<file path="config.mk">
export PLATFORM = sky130hd
export DESIGN_NAME = mem_arbiter
export DESIGN_NICKNAME = d
export VERILOG_FILES = /design/src/rtl/mem_arbiter_pkg.sv /design/src/rtl/mem_arbiter_rd_pipe.sv /design/src/rtl/mem_arbiter.sv
export SDC_FILE = /design/constraint.sdc
export NUM_CORES = 1
export LEC_CHECK = 0
export CORE_MARGIN = 3
export CORE_UTILIZATION = 40
export DETAILED_ROUTE_END_ITERATION = 12
export GPL_TIMING_DRIVEN = 0
export PLACE_DENSITY = 0.73
export SETUP_SLACK_MARGIN = 0.02
export SYNTH_ARGS = -nofsm -noshare
export SYNTH_HDL_FRONTEND = slang
export SYNTH_SLANG_ARGS = --single-unit
</file>
<file path="constraint.sdc">
create_clock -name clk -period 2.6 [get_ports clk]
set_input_delay 0.26 -clock clk [delete_from_list [all_inputs] [get_ports clk]]
set_output_delay 0.26 -clock clk [all_outputs]
set_load 0.03 [all_outputs]
</file>
<file path="src/rtl/mem_arbiter_pkg.sv">
// Shared types for the byte-wide RAM port arbiter: FSM state encodings,
// transfer length codes and bus widths.
package mem_arbiter_pkg;

  localparam int BYTE_W = 8;
  localparam int WORD_W = 32;

  typedef logic [BYTE_W-1:0] byte_t;

  typedef enum logic [1:0] {
    ARB_IDLE   = 2'd0,
    ARB_IF_RD  = 2'd1,
    ARB_MEM_RD = 2'd2,
    ARB_MEM_WR = 2'd3
  } arb_state_e;

  // Length codes are "beats minus one".
  localparam logic [1:0] MEM_LEN_BYTE = 2'd0;
  localparam logic [1:0] MEM_LEN_HALF = 2'd1;
  localparam logic [1:0] MEM_LEN_WORD = 2'd3;

  // Code 2 has no meaning on the bus; it is promoted to a full word.
  function automatic logic [1:0] norm_len(input logic [1:0] len);
    logic [1:0] res;
    case (len)
      MEM_LEN_BYTE: res = MEM_LEN_BYTE;
      MEM_LEN_HALF: res = MEM_LEN_HALF;
      default:      res = MEM_LEN_WORD;
    endcase
    return res;
  endfunction

endpackage

</file>
<file path="src/rtl/mem_arbiter_rd_pipe.sv">
// Tracks outstanding RAM read beats: a LAT-deep (valid, beat index) shift
// register whose tail says which assembly byte ram_din belongs to.
module mem_arbiter_rd_pipe #(
  parameter int LAT = 1
) (
  input  logic       clk,
  input  logic       rst,
  input  logic       flush_i,
  input  logic       in_valid_i,
  input  logic [1:0] in_idx_i,
  output logic       out_valid_o,
  output logic [1:0] out_idx_o
);

  for (genvar gi = 0; gi < LAT; gi++) begin : g_stage
    logic       valid_q;
    logic [1:0] idx_q;
    logic       valid_d;
    logic [1:0] idx_d;

    if (gi == 0) begin : g_head
      assign valid_d = in_valid_i;
      assign idx_d   = in_idx_i;
    end else begin : g_tail
      assign valid_d = g_stage[gi-1].valid_q;
      assign idx_d   = g_stage[gi-1].idx_q;
    end

    // A flush drops every beat still in flight so stale bytes never land.
    always_ff @(posedge clk) begin
      if (rst || flush_i) begin
        valid_q <= 1'b0;
        idx_q   <= 2'd0;
      end else begin
        valid_q <= valid_d;
        idx_q   <= idx_d;
      end
    end
  end

  assign out_valid_o = g_stage[LAT-1].valid_q;
  assign out_idx_o   = g_stage[LAT-1].idx_q;

endmodule

</file>
<file path="src/rtl/mem_arbiter.sv">
// Arbitrates the byte-wide RAM port between instruction fetch and load/store.
// Optional macro IF_FLUSH_EN adds the if_flush input that aborts a fetch.
module mem_arbiter
  import mem_arbiter_pkg::*;
#(
  parameter int ADDR_W     = 32,
  parameter int RAM_RD_LAT = 1
) (
  input  logic              clk,
  input  logic              rst,
  input  logic              if_req,
  input  logic [ADDR_W-1:0] if_addr,
  output logic [WORD_W-1:0] if_data,
  output logic              if_done,
  input  logic              mem_req,
  input  logic              mem_we,
  input  logic [1:0]        mem_len,
  input  logic [ADDR_W-1:0] mem_addr,
  input  logic [WORD_W-1:0] mem_wdata,
  output logic [WORD_W-1:0] mem_rdata,
  output logic              mem_done,
  output logic [ADDR_W-1:0] ram_a,
  output logic [BYTE_W-1:0] ram_dout,
  output logic              ram_wr,
  input  logic [BYTE_W-1:0] ram_din,
`ifdef IF_FLUSH_EN
  input  logic              if_flush,
`endif
  output logic              stall_req_if,
  output logic              stall_req_mem
);

  arb_state_e        state_q, state_d;
  logic [ADDR_W-1:0] ram_a_q, ram_a_d;
  byte_t             ram_dout_q, ram_dout_d;
  logic              ram_wr_q, ram_wr_d;
  logic [WORD_W-1:0] if_data_q, if_data_d;
  logic [WORD_W-1:0] mem_rdata_q, mem_rdata_d;
  logic              if_done_q, if_done_d;
  logic              mem_done_q, mem_done_d;
  logic [1:0]        beat_q, beat_d;
  logic              issuing_q, issuing_d;
  logic [1:0]        len_q, len_d;
  logic [WORD_W-1:0] wdata_q, wdata_d;
  logic [WORD_W-1:0] asm_q, asm_d;

  logic              flush_act;
  logic              pipe_in_valid;
  logic              pipe_valid;
  logic [1:0]        pipe_idx;
  logic [WORD_W-1:0] asm_cap;
  logic [1:0]        beat_nxt;

`ifdef IF_FLUSH_EN
  assign flush_act = if_flush && (state_q == ARB_IF_RD);
`else
  assign flush_act = 1'b0;
`endif

  assign pipe_in_valid = issuing_q &&
                         ((state_q == ARB_IF_RD) || (state_q == ARB_MEM_RD));
  assign beat_nxt      = beat_q + 2'd1;

  mem_arbiter_rd_pipe #(
    .LAT (RAM_RD_LAT)
  ) u_rd_pipe (
    .clk         (clk),
    .rst         (rst),
    .flush_i     (flush_act),
    .in_valid_i  (pipe_in_valid),
    .in_idx_i    (beat_q),
    .out_valid_o (pipe_valid),
    .out_idx_o   (pipe_idx)
  );

  always_comb begin
    asm_cap = asm_q;
    asm_cap[{pipe_idx, 3'b000} +: BYTE_W] = ram_din;
  end

  always_comb begin
    state_d     = state_q;
    ram_a_d     = ram_a_q;
    ram_dout_d  = ram_dout_q;
    ram_wr_d    = 1'b0;
    if_data_d   = if_data_q;
    mem_rdata_d = mem_rdata_q;
    if_done_d   = 1'b0;
    mem_done_d  = 1'b0;
    beat_d      = beat_q;
    issuing_d   = issuing_q;
    len_d       = len_q;
    wdata_d     = wdata_q;
    asm_d       = asm_q;

    case (state_q)
      ARB_IDLE: begin
        // The done cycle is a bubble so the finished requester can drop req.
        if (!if_done_q && !mem_done_q) begin
          if (mem_req) begin
            len_d   = norm_len(mem_len);
            ram_a_d = mem_addr;
            beat_d  = 2'd0;
            asm_d   = '0;
            wdata_d = mem_wdata;
            if (mem_we) begin
              state_d    = ARB_MEM_WR;
              ram_wr_d   = 1'b1;
              ram_dout_d = mem_wdata[BYTE_W-1:0];
            end else begin
              state_d   = ARB_MEM_RD;
              issuing_d = 1'b1;
            end
          end else if (if_req) begin
            state_d   = ARB_IF_RD;
            len_d     = MEM_LEN_WORD;
            ram_a_d   = if_addr;
            beat_d    = 2'd0;
            asm_d     = '0;
            issuing_d = 1'b1;
          end
        end
      end

      ARB_IF_RD, ARB_MEM_RD: begin
        if (issuing_q) begin
          if (beat_q == len_q) begin
            issuing_d = 1'b0;
          end else begin
            beat_d  = beat_nxt;
            ram_a_d = ram_a_q + ADDR_W'(1);
          end
        end
        if (pipe_valid) begin
          asm_d = asm_cap;
          if (pipe_idx == len_q) begin
            state_d = ARB_IDLE;
            if (state_q == ARB_IF_RD) begin
              if_data_d = asm_cap;
              if_done_d = 1'b1;
            end else begin
              mem_rdata_d = asm_cap;
              mem_done_d  = 1'b1;
            end
          end
        end
        if (flush_act) begin
          state_d   = ARB_IDLE;
          issuing_d = 1'b0;
          if_data_d = if_data_q;
          if_done_d = 1'b0;
        end
      end

      ARB_MEM_WR: begin
        if (beat_q == len_q) begin
          state_d    = ARB_IDLE;
          mem_done_d = 1'b1;
        end else begin
          beat_d     = beat_nxt;
          ram_a_d    = ram_a_q + ADDR_W'(1);
          ram_wr_d   = 1'b1;
          ram_dout_d = wdata_q[{beat_nxt, 3'b000} +: BYTE_W];
        end
      end

      default: state_d = ARB_IDLE;
    endcase
  end

  always_ff @(posedge clk) begin
    if (rst) begin
      state_q     <= ARB_IDLE;
      ram_a_q     <= '0;
      ram_dout_q  <= '0;
      ram_wr_q    <= 1'b0;
      if_data_q   <= '0;
      mem_rdata_q <= '0;
      if_done_q   <= 1'b0;
      mem_done_q  <= 1'b0;
      beat_q      <= 2'd0;
      issuing_q   <= 1'b0;
      len_q       <= 2'd0;
      wdata_q     <= '0;
      asm_q       <= '0;
    end else begin
      state_q     <= state_d;
      ram_a_q     <= ram_a_d;
      ram_dout_q  <= ram_dout_d;
      ram_wr_q    <= ram_wr_d;
      if_data_q   <= if_data_d;
      mem_rdata_q <= mem_rdata_d;
      if_done_q   <= if_done_d;
      mem_done_q  <= mem_done_d;
      beat_q      <= beat_d;
      issuing_q   <= issuing_d;
      len_q       <= len_d;
      wdata_q     <= wdata_d;
      asm_q       <= asm_d;
    end
  end

  assign ram_a     = ram_a_q;
  assign ram_dout  = ram_dout_q;
  assign ram_wr    = ram_wr_q;
  assign if_data   = if_data_q;
  assign mem_rdata = mem_rdata_q;
  assign if_done   = if_done_q;
  assign mem_done  = mem_done_q;

  assign stall_req_if  = if_req & ~if_done_q;
  assign stall_req_mem = mem_req & ~mem_done_q;

endmodule

</file>
==> impl_metrics.csv <==
group,metric,value,unit
run_status,status,"completed",
finish,fin_util,56.7,%
critical_path,rr_endpoint,"ram_a[15]",
die,pin_count,220,
drt,dr.pass1.iters,6,
sta,report.final.slew_viol_count,0,
critical_path,worstReg2RegStart,"state_q[1]",
clock_tree,post_cts.repair.setup_buffers,0,
drt,vias_per_cell,5.63,
finish,multi_input_area,0.00455,sq mm
clock_tree,cts_root_buf,"clkbuf_16",
critical_path,crit_arrival,2.67,ns
sta,worst_slew_pin_slew,0.786,ns
logic_synthesis,synth_top_family_by_area,"compound AO/OA/AOI/OAI gates",
logic_synthesis,synth_xor_area_share,0.615,%
clock_tree,cts_buffers,17,
drt,drt_iter0_markers,693,
global_routing,grt_pass1_wl,45.1,mm
sta,setup_violations,0,
logic_synthesis,yosys.area.top_type,"dfxtp_1",
logic_synthesis,synth_most_common_cell,"dfxtp_1",
drt,drcViolationCount,0,
clock_tree,cts.clk_slew.worst_paths,0.07,ns
die,start_util,41.4,%
die,die_h,152,microns
placement,port_buffers,218,
logic_synthesis,synth_compound_area_share,22.8,%
finish,fillers,1915,
clock_tree,clockBufferDepth,2,
clock_tree,clock_sinks,181,
logic_synthesis,yosys-top-cells-area,"dfxtp_1 (42%), a211oi_1 (6.8%), nor2_1 (6.7%), a21oi_1 (5.7%), nand2_1 (4.3%)",
critical_path,startpoint,"state_q[1]",
logic_synthesis,syn_inst,1005,
die,dieArea,0.0231,sq mm
die,die_x,152,microns
global_routing,grt_max_degree,17,
critical_path,crit_path_start_kind,"register",
logic_synthesis,ys_warn_count,0,
critical_path,critPathKind,"reg2reg",
logic_synthesis,synth_fa_ha_area_share,1.32,%
logic_synthesis,synth_seq_area_share,42.4,%
sta,whs,0.376,ns
critical_path,reg2reg_depth,8,
logic_synthesis,yosys.area.top_type_share,42.4,%
global_routing,antenna_found_initial,0,
logic_synthesis,ys_types,70,
power_and_ir_drop,power,11.0,mW
clock_tree,cts_tree,"done",
logic_synthesis,synthTopCellsByCount,"dfxtp_1 (181), nor2_1 (153), nand2_1 (99)",
global_routing,track_usage,23.9,%
logic_synthesis,syn_area_per_cell,8.50,sq um
die,core_area,0.0206,sq mm
critical_path,r2r_setup_slack,0.21,ns
finish,nets,1362,
logic_synthesis,syn_area,0.00854,sq mm
finish,diodes,0,
drt,vias,8588,
critical_path,cp_max_fo,10,
die,rows,52,
logic_synthesis,synth-edff-count,0,
finish,seqCellArea,0.00362,sq mm
sta,maxSlewHeadroom,47.6,%
hold_path,hold_class,"in2reg",
clock_tree,htree_levels,4,
placement,hpwl,21.7,mm
critical_path,cp.required,2.88,ns
finish,area_growth,36.8,%
drt,wl_per_cell,19.1,microns
drt,ant_nets,0,
sta,rsz0062_at_grt,"false",
hold_path,min_path_cells,3,
logic_synthesis,synth_seq_cells,181,
power_and_ir_drop,ir_drop,0.000533,V
logic_synthesis,muxShareOfSynthArea,7.92,%
logic_synthesis,async_reset_ff_share,0,%
logic_synthesis,synth_ff_type,"dfxtp_1",
power_and_ir_drop,power.static_leakage,4.15,nW
sta,finClkSkew,0.0127,ns
power_and_ir_drop,p_per_area,941,mW/mm^2
critical_path,setup.worst_path.end_class,"register",
logic_synthesis,synth_nets,1125,
logic_synthesis,yosys.area_share.simple,20.5,%
placement,place.gp.congestion,0.961,
sta,clock.fmax,419,MHz
global_routing,grt_pass1_vias,8078,
sta,period_minus_slack,2.39,ns
flow_run,maxCapViolCount,0,
global_routing,grt_overflow,0,
drt,drt_wl_total,29.1,mm
critical_path,crit_path_end,"ram_a[15]",
sta,period_share,91.8,%
sta,finalHoldViolCount,0,
finish,layout-drive-gt1-share,8.29,%
clock_tree,clock_latency,0.44,ns
cell families (layout without fill, tap and decap cells):
kind of cell | count (synthesis) | after routing
mux | 56 | 56
fa+ha+maj | 9 | 9
xor+xnor | 6 | 6
buf+inv | 89 | 339
flops | 181 | 181
compound gates | 288 | 288
simple gates | 376 | 376
sequential cells by signal (all words and copies together) (netlist names):
register / flops
ram_a: 32
u_rd_pipe.out_valid_o: 1
mem_done: 1
beat_q: 2
u_rd_pipe.out_idx_o: 2
asm_q: 32
mem_rdata: 32
issuing_q: 1
state_q: 2
len_q: 2
ram_dout: 8
if_data: 32
ram_wr: 1
if_done: 1
wdata_q: 32
critical path: stages (launching register included):
cell	delay, ns
dfxtp_1	0.32
inv_1	0.09
ha_1	0.19
buf_2	0.27
clkbuf_1	0.44
buf_1	0.52
nand2_1	0.19
o31ai_1	0.11
a211oi_1	0.10
worst min path at each step:
stage / start / to
2_1_floorplan: mem_wdata[0] / wdata_q[0]
3_3_place_gp: wdata_q[2] / wdata_q[2]
3_5_place_dp: wdata_q[26] / wdata_q[26]
4_1_cts: mem_wdata[21] / wdata_q[21]
5_1_grt: mem_wdata[22] / wdata_q[22]
6_report: mem_wdata[21] / wdata_q[21]
through the flow:
stage                     instances  setup WS [ns]  TNS, ns  instance area, sq um
after global placement         1493        -0.0293   -0.131                 11100
after CTS                      1525         0.0265        0                 11700
after detailed placement       1493        -0.0567   -0.361                 11100
after global routing           1525         0.0906        0                 11700
final                          1525          0.214        0                 11700
after floorplan                1005          0.614        0                  8540
layer usage:
metal	global-route usage [%]	wire (microns)
met2	38.4	13600
met3	6.16	2270
met1	31.9	12600
met4	6.72	671
met5	0	0
final cells by class:
| type | instances | area share, % |
|---|---|---|
| buffer | 80 | 2.97 |
| clock buffer | 19 | 3.79 |
| timing repair buffer | 218 | 18.7 |
| multi-input combinational | 735 | 38.9 |
| sequential | 181 | 31.0 |
| tap | 270 | 2.89 |
| clock inverter | 13 | 1.47 |
| inverter | 9 | 0.289 |
layout by cell type (no fill, tap or decap), drive strengths merged, types with 17 or more instances in the layout:
master / instances
dfxtp: 181
a2bb2oi: 32
nand2: 99
buf: 35
o21ai: 28
nand3: 17
mux2i: 35
a211oi: 77
nor2: 154
nor2b: 38
a21oi: 97
clkbuf: 64
clkdlybuf4s50: 218
nor3: 17
timing repair:
item	CTS	global route
setup endpoints to repair	0	29
gates resized for setup	0	7
hold buffers	0	0
power breakdown:
group          switching (mW)  total, mW  leakage (nW)  internal [mW]
combinational            2.85       4.52          2.39           1.68
clock                    1.16       2.72         0.294           1.56
sequential              0.565       3.76          1.47           3.20
total                    4.57       11.0          4.15           6.43
Note: power is estimated with default switching activity, not from simulation.
